<file path="config.mk">
export PLATFORM = sky130hd
export DESIGN_NAME = keypad_scanner
export DESIGN_NICKNAME = d
export VERILOG_FILES = /design/src/rtl/keypad_pkg.sv /design/src/rtl/keypad_tick_gen.sv /design/src/rtl/keypad_scanner.sv
export SDC_FILE = /design/constraint.sdc
export NUM_CORES = 1
export LEC_CHECK = 0
export CAP_MARGIN = 40
export CORE_UTILIZATION = 60
export CTS_CLUSTER_SIZE = 30
export DETAILED_ROUTE_END_ITERATION = 8
export PLACE_DENSITY = 0.83
export SETUP_SLACK_MARGIN = 0.15
export SYNTH_ARGS = -nofsm -noshare
export SYNTH_HDL_FRONTEND = slang
export SYNTH_SLANG_ARGS = --single-unit
</file>
<file path="constraint.sdc">
create_clock -name clk -period 4.2 [get_ports clk]
set_input_delay 0.84 -clock clk [delete_from_list [all_inputs] [get_ports clk]]
set_output_delay 0.84 -clock clk [all_outputs]
set_load 0.1 [all_outputs]
</file>
<file path="src/rtl/keypad_pkg.sv">
// keypad_pkg: scanner FSM state type and key-code width helper
package keypad_pkg;
  typedef enum logic [1:0] {SCAN, CONFIRM, HELD} kp_state_t;
  function automatic int kw_of(input int rows, input int cols);
    return $clog2(rows * cols);
  endfunction
endpackage

</file>
<file path="src/rtl/keypad_tick_gen.sv">
// tick_gen: divides clk by DIV into a one-cycle tick pulse (in: clk, rst; out: tick)
module tick_gen #(
  parameter int DIV = 65536
) (
  input  logic clk,
  input  logic rst,
  output logic tick
);
  localparam int W = $clog2(DIV);
  logic [W-1:0] cnt;
  assign tick = cnt == W'(DIV - 1);
  always_ff @(posedge clk) cnt <= rst || tick ? '0 : cnt + W'(1);
endmodule

</file>
<file path="src/rtl/keypad_scanner.sv">
// keypad_scanner: debounced matrix-keypad scanner (in: clk, rst, fila rows, key_ack; out: col strobe, key_code, key_valid, key_pressed, key_overrun)
module keypad_scanner
  import keypad_pkg::*;
#(
  parameter int ROWS = 4,
  parameter int COLS = 4,
  parameter int CLK_DIV = 65536,
  parameter int DEBOUNCE = 4,
  localparam int KW = kw_of(ROWS, COLS)
) (
  input  logic            clk,
  input  logic            rst,
  input  logic [ROWS-1:0] fila,
  output logic [COLS-1:0] col,
  output logic [KW-1:0]   key_code,
  output logic            key_valid,
  input  logic            key_ack,
  output logic            key_pressed,
  output logic            key_overrun
);
  localparam int RW = $clog2(ROWS);
  localparam int CW = $clog2(COLS);
  logic tick, confirm;
  logic [ROWS-1:0] s1, fs;
  kp_state_t state, state_n;
  logic [CW-1:0] ci, ci_n, ci_inc;
  logic [RW-1:0] ri, ri_n, low;
  logic [3:0] cnt, cnt_n, cnt_inc;
  logic [KW-1:0] code_n;
  tick_gen #(.DIV(CLK_DIV)) u_tick (.clk(clk), .rst(rst), .tick(tick));
  assign ci_inc = ci == CW'(COLS - 1) ? '0 : ci + CW'(1);
  assign cnt_inc = cnt + 4'd1;
  assign col = COLS'(1) << ci;
  assign key_pressed = state == HELD;
  assign code_n = KW'(int'(ri_n) * COLS + int'(ci));
  always_comb begin
    low = '0;
    for (int i = ROWS - 1; i >= 0; i--) if (fs[i]) low = RW'(i);
  end
  always_comb begin
    state_n = state;
    ci_n = ci;
    ri_n = ri;
    cnt_n = cnt;
    confirm = 1'b0;
    if (tick)
      case (state)
        SCAN:
          if (fs == '0) ci_n = ci_inc;
          else begin
            ri_n = low;
            confirm = DEBOUNCE == 1;
            cnt_n = confirm ? 4'd0 : 4'd1;
            state_n = confirm ? HELD : CONFIRM;
          end
        CONFIRM:
          if (!fs[ri]) begin
            ci_n = ci_inc;
            cnt_n = '0;
            state_n = SCAN;
          end else begin
            confirm = cnt_inc == 4'(DEBOUNCE);
            cnt_n = confirm ? 4'd0 : cnt_inc;
            state_n = confirm ? HELD : CONFIRM;
          end
        HELD:
          if (fs[ri]) cnt_n = '0;
          else if (cnt_inc == 4'(DEBOUNCE)) begin
            ci_n = ci_inc;
            cnt_n = '0;
            state_n = SCAN;
          end else cnt_n = cnt_inc;
        default: state_n = SCAN;
      endcase
  end
  always_ff @(posedge clk) begin
    if (rst) begin
      s1 <= '0;
      fs <= '0;
      state <= SCAN;
      ci <= '0;
      ri <= '0;
      cnt <= '0;
      key_code <= '0;
      key_valid <= 1'b0;
      key_overrun <= 1'b0;
    end else begin
      s1 <= fila;
      fs <= s1;
      state <= state_n;
      ci <= ci_n;
      ri <= ri_n;
      cnt <= cnt_n;
      key_overrun <= confirm && key_valid && !key_ack;
      if (confirm && (!key_valid || key_ack)) key_code <= code_n;
      key_valid <= confirm || (key_valid && !key_ack);
    end
  end
endmodule

</file>
; ---- Word-level counts from Yosys, hierarchy flattened
; Cells that the tools add are included.
[op_classes]
n_lt_le_gt_ge = 1
n_mux = 29
n_eq_ne = 10
shift = 1
n_reduce_logical = 15
n_addsub = 4
[ops]
columns = operator, count
row1 = $mux 2, 17
row2 = $add 16x1->16 const B, 1
row3 = $eq 16x16->1 const B, 1
row4 = $mux 4, 4
row5 = $pmux 2 s3, 2
row6 = $pmux 4 s3, 1
row7 = $ne 2x2->1 const B, 4
row8 = $reduce_and 6->1, 1
row9 = $add 4x1->4 const B, 1
row10 = $add 4x2->4, 1
row11 = $eq 2x2->1 const B, 2
row12 = $eq 4x3->1 const B, 1
row13 = $logic_and 1x1->1, 4
row14 = $logic_not 4->1, 1
row15 = $mux 1, 4
row16 = $reduce_and 4->1, 1
row17 = $shl 1x2->4 const A, 1
row18 = $logic_or 1x1->1, 3
row19 = $lt 2x3->1 const B, 1
row20 = $reduce_and 3->1, 1
row21 = $reduce_bool 3->1, 1
row22 = $add 2x1->2 const B, 1
row23 = $bmux 1 s2, 1
row24 = $eq 2x1->1 const B, 1
row25 = 3 further kinds, 4
[totals]
word_cells = 70
output_inout_bits = 11
regBits = 40

; ---- Depth between registers and ports, before layout
; Gate-level depths: netlist (run 1).
[logic_depth]
depth_word = 8
ltp_mapped = 7
ltp_nobuf = 6

; ---- By module
; A second synthesis (run 1) with hierarchy kept.
[hier_totals]
cells_unflattened = 205
area_unflattened_um2 = 1938.1
[by_module_without_submodules]
columns = module, instances, cells_each, seq_area_each_um2, area_each_um2
row1 = keypad_scanner, 1, 127, 480.5, 1211.2
row2 = tick_gen, 1, 78, 320.3, 726.9

; ---- Worst setup path after synthesis (run 1)
; OpenSTA, ideal clock, no wires.
[synth_path]
path_type = flip-flop to output port
from = register state[0]
to = output key_pressed
required_ps = 3360
stages_incl_launch_ff = 3
arrival_time_ps = 1213
setup_slack_ps = 2147
path_buffers = 0
path_cell_list = dfxtp_1 > inv_1 > ha_1
[synth_via]
elab_chain_len = 1
[synth_rtl]
columns = element, line_no
row1 = "start, declared", keypad_scanner.sv:25  ; kp_state_t state, state_n;
row2 = "start signal, assigned", keypad_scanner.sv:90  ; state <= state_n;
row3 = $eq 2x2->1, keypad_scanner.sv:34  ; assign key_pressed = state == HELD;
row4 = "end, declared", keypad_scanner.sv:18  ; output logic key_pressed,
; No other way between the ends.

; ---- Final worst setup path (run 1)
; Same ends and word-level chain as after synthesis.

==> results_tabular.tex, run 1 <==
\begin{tabular}{lr}
\hline
Metric & Value \\
\hline
\multicolumn{2}{l}{\textbf{Timing}} \\
Highest achievable clock rate & 380 MHz \\
Worst slew pin tran & 0.495 ns \\
Aggregate negative setup slack & 0 ns \\
Post-route fraction of the period consumed by the critical path & 0.626 \\
Max-slew violation total from the final report & 0 \\
Count of endpoints failing setup in the final report & 0 \\
Normalized max-slew margin & 0.667 \\
Layout Skew & 0.00983 ns \\
Final number of hold-violating endpoints & 0 \\
Unrepaired setup endpoints after global routing & no \\
Time the final worst path needs with I/O delays and setup & 2.63 ns \\
\multicolumn{2}{l}{\textbf{Logic synthesis}} \\
Share of synthesized cell area in and, or, nand and nor gates & 0.287 \\
Cell area after synthesis & 0.00194 mm2 \\
EDFF count, synth & 0 \\
XOR/XNOR Fraction of Synth Area & 0.0586 \\
Most used DFF post-synth & dfxtp\_1 \\
Adder-cell share of the synthesized area & 0.0709 \\
Post-synthesis compound-gate area fraction & 0.0986 \\
Synthesis warning total & 0 \\
Syn\_area\_per\_cell & 9.76 um2 \\
Combinational family with the most area after synthesis & simple AND/OR/NAND/NOR gates \\
Synthesized netlist cell count & 199 \\
Ys async rst share & 0 \\
FF+latch count, synth & 40 \\
Syn Nets & 217 \\
Top cells by area, synth & dfxtp\_1, ha\_1, nor2\_1, nor2b\_1, xor2\_1 \\
Cell taking the most area after synthesis & dfxtp\_1 \\
Mux contribution to synthesized area & 0.0451 \\
Sequential element share of the synthesized area & 0.412 \\
Area fraction of the dominant cell type after synthesis & 0.412 \\
Number of unique standard cell types used by synthesis & 52 \\
\multicolumn{2}{l}{\textbf{Cells and area}} \\
Finished layout cell area & 0.00241 mm2 \\
Utilization after layout & 0.790 \\
Ant. Diodes & 0 \\
Top library cells by usage in the layout, fill and taps aside & dfxtp\_1, nor2\_1, clkdlybuf4s50\_1 \\
Commonest non-fill, non-tap cell in the layout & dfxtp\_1 \\
Nets@finish & 250 \\
Area growth, synth to finish & 24.2\% \\
Ratio of cells with drive above 1 in the final layout & 0.163 \\
\multicolumn{2}{l}{\textbf{Detailed routing}} \\
Total number of vias & 1547 \\
Initial detailed-routing violation count & 52 \\
Vias per Instance & 5.58 \\
Total wire length & 4300 um \\
Remaining number of nets flagged by the antenna check after routing & 0 \\
Count of TritonRoute iterations in the first routing pass & 4 \\
Wire length per cell after detailed routing & 15.5 um \\
DRC violations left & 0 \\
\multicolumn{2}{l}{\textbf{GRT}} \\
Pin count of the biggest net entering global routing & 24 \\
Vias in the first global route & 1608 \\
Overflow after GRT & 0 \\
Total global-route track usage & 0.283 \\
Initial antenna violation count & 0 \\
First-pass GRT wire length & 7160 um \\
\multicolumn{2}{l}{\textbf{Worst hold path}} \\
Hold EP & fs[0] \\
Origin of the worst min-delay path & s1[0] \\
Class of the worst hold path & reg2reg \\
Number of cells traversed by the worst hold path & 1 \\
\multicolumn{2}{l}{\textbf{Placed design}} \\
Number of port buffers & 17 \\
Placed cell areas & 0.00233 mm2 \\
Final HPWL from detailed placement & 3030 um \\
Weighted congestion at the end of routability-driven global placement & 0.798 \\
\multicolumn{2}{l}{\textbf{Clock network}} \\
\# H-tree levels & 2 \\
Clock insertion delay at the later pin of the skew report & 0.37 ns \\
TritonCTS buffer count & 5 \\
Clock sink count & 40 \\
TritonCTS clock tree & yes \\
Count of instances resized after the clock tree is built & 0 \\
Clock Tree Buf Depth & 2 \\
Number of setup buffers added after CTS & 0 \\
Cts hold-fix bufs & 0 \\
Clock slew at the register clock pins of the worst setup and hold paths & 0.14 ns \\
Buffer cell driving the clock tree root & clkbuf\_4 \\
\multicolumn{2}{l}{\textbf{Setup path}} \\
Worst R2R Start & cnt[0] \\
Data arrival time of the worst path & 1.79 ns \\
Endpoint of the most critical register-to-register path & key\_code[3] \\
Number of cells on the worst reg-to-reg path & 6 \\
Family with the most delay on the worst path & buffers and inverters \\
Startpoint Class & flop \\
Worst Path Buf+Inv & 3 \\
Maximum fanout count along the critical path & 4 \\
Slowest stage cell on the critical path & clkdlybuf4s50\_1 \\
Levels on crit path & 4 \\
Slack of the worst reg-to-reg path & 1.99 ns \\
Maximum cell stage delay along the critical path & 0.53 ns \\
Kind of end point of the critical path & primary output \\
Cell chain of the critical path & inv\_1, ha\_1, clkdlybuf4s50\_1, buf\_8 \\
Worst setup path category & reg2out \\
Required arrival time at the worst endpoint & 3.36 ns \\
\multicolumn{2}{l}{\textbf{Power}} \\
Leakage dissipation & 0.988 nW \\
Maximum resistive drop on vdd & 0.304 mV \\
Power per cell area & 285 mW/mm2 \\
\multicolumn{2}{l}{\textbf{Run}} \\
\# Max-Cap Violations & 0 \\
\multicolumn{2}{l}{\textbf{Floorplan}} \\
Die Wd & 58.9 um \\
Area enclosed by the die boundary & 0.00347 mm2 \\
Die height & 58.9 um \\
Core ar. & 0.00305 mm2 \\
Effective utilization at floorplan & 0.636 \\
Ports & 18 \\
Num rows & 20 \\
\multicolumn{2}{l}{\textbf{Status}} \\
Outcome & complete, no violations \\
\hline
\end{tabular}
layer usage:
metal  global-route usage  up-vias  wire [um]
met2                0.495       49       2220
met4                0.170        0        165
li1                     -      764          -
met5                    0        -          0
met3               0.0791       18        202
met1                0.300      716       1720
per-stage QoR:
stage	worst slack [ns]	instances	power, W	hold slack, ns
after CTS	1.56	277	0.000687	0.455
after floorplan	2.15	199	0.000414	0.413
after global routing	1.51	277	0.000707	0.461
after global placement	1.64	258	0.000423	0.423
after detailed placement	1.65	269	0.000425	0.431
final	1.57	277	0.000686	0.456
report_power, final:
group          internal (W)  total [W]  switching [W]
combinational     0.0000124  0.0000274      0.0000150
clock              0.000127   0.000269       0.000141
sequential         0.000385   0.000390     0.00000492
registers in the layout, indices dropped and copies added (netlist names):
name,flops
u_tick.cnt,16
cnt,4
fs,4
key_code,4
s1,4
ci,2
ri,2
state,2
key_overrun,1
key_valid,1
cells in the mapped netlist (all sizes together) (2+ instances only):
cell type and number:
nor3 3, or3 2, a31oi 2, nand2 15, nor2b 10, and4 2
xor2 7, nand4 6, mux2i 5, o211a 3, nor2 21, inv 10
o211ai 2, clkbuf 2, nor4 3, and3 4, dfxtp 40, o21ai 5
nand3b 2, nand4b 2, ha 11, xnor2 6, nand3 11, a21oi 7
how the worst max path moves through the flow:
stage | start | end | slack [ns]
after floorplan | state[0] | key_pressed | 2.15
after global placement | state[0] | key_pressed | 1.64
after detailed placement | rst | u_tick.cnt[9] | 1.65
after CTS | ci[0] | col[2] | 1.56
after global routing | state[0] | key_pressed | 1.51
final | state[0] | key_pressed | 1.57
final cells by class:
| class | count | area (um2) |
|---|---|---|
| tap | 44 | 55.1 |
| multi-input combinational | 145 | 1090 |
| clock inverter | 3 | 46.3 |
| timing repair buffer | 29 | 343 |
| inverter | 11 | 41.3 |
| sequential | 40 | 801 |
| fill | 191 | 642 |
| clock buffer | 5 | 37.5 |
cells by family after synthesis:
family | after synthesis
AO/OA/AOI/OAI | 26
XOR/XNOR | 13
buffers and inverters | 14
flip-flops | 40
adder cells (fa/ha/maj) | 11
AND/OR/NAND/NOR | 88
multiplexers | 7
(Power assumes the default switching activity.)
==> inputs of run 2 (changes only) <==
--- a/config.mk
+++ b/config.mk
@@ -6,10 +6,10 @@
 export NUM_CORES = 1
 export LEC_CHECK = 0
 export CAP_MARGIN = 40
-export CORE_UTILIZATION = 60
+export CORE_UTILIZATION = 56
 export CTS_CLUSTER_SIZE = 30
 export DETAILED_ROUTE_END_ITERATION = 8
-export PLACE_DENSITY = 0.83
+export PLACE_DENSITY = 0.78
 export SETUP_SLACK_MARGIN = 0.15
 export SYNTH_ARGS = -nofsm -noshare
 export SYNTH_HDL_FRONTEND = slang
==> constraint.sdc (replaced) <==
create_clock -name clk -period 2.7 [get_ports clk]
set_input_delay 0.54 -clock clk [delete_from_list [all_inputs] [get_ports clk]]
set_output_delay 0.54 -clock clk [all_outputs]
set_load 0.1 [all_outputs]
==> run 2 against run 1 <==
  * Via count shrank 4.1%
  * Clock-buffer cell count is the same
  * Final cell count shrank 3.2%
  * Routed wire length shrank 14%
  * Clock skew grew 0.0014 ns
  * Largest power group unchanged
  * Highest routed layer unchanged
==> results_tabular.tex, run 2 (synthesis results as in run 1) <==
\begin{tabular}{lr}
\hline
Metric & Value \\
\hline
\multicolumn{2}{l}{\textbf{Status}} \\
Outcome & complete, no violations \\
\multicolumn{2}{l}{\textbf{Detailed routing}} \\
Count of TritonRoute iterations in the first routing pass & 4 \\
Remaining number of nets flagged by the antenna check after routing & 0 \\
Total number of vias & 1483 \\
Initial detailed-routing violation count & 83 \\
Wire length per cell after detailed routing & 13.8 um \\
Vias per Instance & 5.53 \\
DRC violations left & 0 \\
Total wire length & 3710 um \\
\multicolumn{2}{l}{\textbf{Floorplan}} \\
Area enclosed by the die boundary & 0.00371 mm2 \\
Ports & 18 \\
Core ar. & 0.00334 mm2 \\
Die Wd & 60.9 um \\
Num rows & 21 \\
Die height & 60.9 um \\
Effective utilization at floorplan & 0.582 \\
\multicolumn{2}{l}{\textbf{Timing}} \\
Highest achievable clock rate & 466 MHz \\
Count of endpoints failing setup in the final report & 0 \\
Unrepaired setup endpoints after global routing & no \\
Normalized max-slew margin & 0.643 \\
Final number of hold-violating endpoints & 0 \\
Aggregate negative setup slack & 0 ns \\
Layout Skew & 0.0112 ns \\
Time the final worst path needs with I/O delays and setup & 2.14 ns \\
Worst slew pin tran & 0.530 ns \\
Max-slew violation total from the final report & 0 \\
Post-route fraction of the period consumed by the critical path & 0.794 \\
\multicolumn{2}{l}{\textbf{Clock network}} \\
Count of instances resized after the clock tree is built & 0 \\
Buffer cell driving the clock tree root & clkbuf\_4 \\
Clock Tree Buf Depth & 2 \\
Cts hold-fix bufs & 0 \\
Clock insertion delay at the later pin of the skew report & 0.37 ns \\
TritonCTS clock tree & yes \\
Clock sink count & 40 \\
TritonCTS buffer count & 5 \\
\# H-tree levels & 2 \\
Clock slew at the register clock pins of the worst setup and hold paths & 0.12 ns \\
Number of setup buffers added after CTS & 0 \\
\multicolumn{2}{l}{\textbf{GRT}} \\
Initial antenna violation count & 0 \\
Overflow after GRT & 0 \\
First-pass GRT wire length & 6220 um \\
Pin count of the biggest net entering global routing & 23 \\
Total global-route track usage & 0.234 \\
Vias in the first global route & 1377 \\
\multicolumn{2}{l}{\textbf{Cells and area}} \\
Most flop-heavy register & u\_tick.cnt \\
Flip-flop count of the largest register after layout & 16 \\
Nets@finish & 239 \\
Ant. Diodes & 0 \\
Commonest non-fill, non-tap cell in the layout & dfxtp\_1 \\
Top library cells by usage in the layout, fill and taps aside & dfxtp\_1, nor2\_1, nand2\_1 \\
Ratio of cells with drive above 1 in the final layout & 0.171 \\
Utilization after layout & 0.666 \\
Area growth, synth to finish & 14.4\% \\
\multicolumn{2}{l}{\textbf{Power}} \\
Leakage dissipation & 0.929 nW \\
Maximum resistive drop on vdd & 0.350 mV \\
Power per cell area & 478 mW/mm2 \\
\multicolumn{2}{l}{\textbf{Setup path}} \\
Slack of the worst reg-to-reg path & 0.56 ns \\
Worst R2R Start & cnt[0] \\
Worst setup path category & reg2reg \\
Required arrival time at the worst endpoint & 2.96 ns \\
Data arrival time of the worst path & 2.41 ns \\
Number of cells on the worst reg-to-reg path & 6 \\
Maximum fanout count along the critical path & 7 \\
Endpoint of the most critical register-to-register path & key\_code[3] \\
Startpoint Class & flop \\
Kind of end point of the critical path & flop \\
\multicolumn{2}{l}{\textbf{Worst hold path}} \\
Hold EP & fs[0] \\
Class of the worst hold path & reg2reg \\
Origin of the worst min-delay path & s1[0] \\
Number of cells traversed by the worst hold path & 1 \\
\multicolumn{2}{l}{\textbf{Placed design}} \\
Number of port buffers & 17 \\
Weighted congestion at the end of routability-driven global placement & 0.860 \\
Final HPWL from detailed placement & 2780 um \\
\multicolumn{2}{l}{\textbf{Run}} \\
\# Max-Cap Violations & 0 \\
\hline
\end{tabular}
run 2: cell types whose count changed in the layout (fill, tap and decap cells not counted):
| cell | before | now |
|---|---|---|
| buf_4 | 1 | 12 |
| clkdlybuf4s50_1 | 17 | 6 |
| buf_8 | 11 | 0 |
run 2: cell type report:
class / count / area, um2
multi-input combinational: 145 / 1090
tap: 46 / 57.6
clock buffer: 5 / 37.5
clock inverter: 3 / 46.3
sequential: 40 / 801
fill: 282 / 1120
timing repair buffer: 18 / 150
inverter: 11 / 41.3
run 2: worst max path at each step:
stage | startpoint | endpoint | slack [ns] | depth (start not counted)
floorplan | state[0] | cnt[0] | 0.67 | 5
global placement | cnt[0] | key_code[3] | 0.73 | 6
detailed placement | cnt[0] | key_code[3] | 0.59 | 6
CTS | cnt[0] | key_code[3] | 0.57 | 6
global route | cnt[0] | key_code[3] | 0.41 | 6
finish | cnt[0] | key_code[3] | 0.56 | 6
run 2: critical path: stages (launching register included):
cell and delay [ns]:
dfxtp_1 0.46, ha_1 0.23, nor4bb_1 0.38, a31o_2 0.27, nand4_4 0.17, nor2_4 0.21, mux2_4 0.31
run 2: per-stage QoR:
stage	setup slack (ns)	area (um2)	std cells	total power [W]	hold slack, ns
global placement	0.730	2140	260	0.000659	0.421
CTS	0.569	2220	268	0.00107	0.454
global route	0.408	2220	268	0.00110	0.465
floorplan	0.672	1940	199	0.000643	0.413
detailed placement	0.587	2140	260	0.000661	0.424
finish	0.556	2220	268	0.00106	0.450
run 2: routing by layer:
metal  GRT usage  vias up  wire length, um
li1            -      745                -
met1       0.269      706             1550
met2       0.414       26             1970
met3      0.0682        6              137
met4      0.0812        0               50
met5           0        -                0
run 2: report_power, final:
group	total, W	internal, W	switching (W)
combinational	0.0000414	0.0000195	0.0000219
sequential	0.000606	0.000599	0.00000696
clock	0.000413	0.000198	0.000215
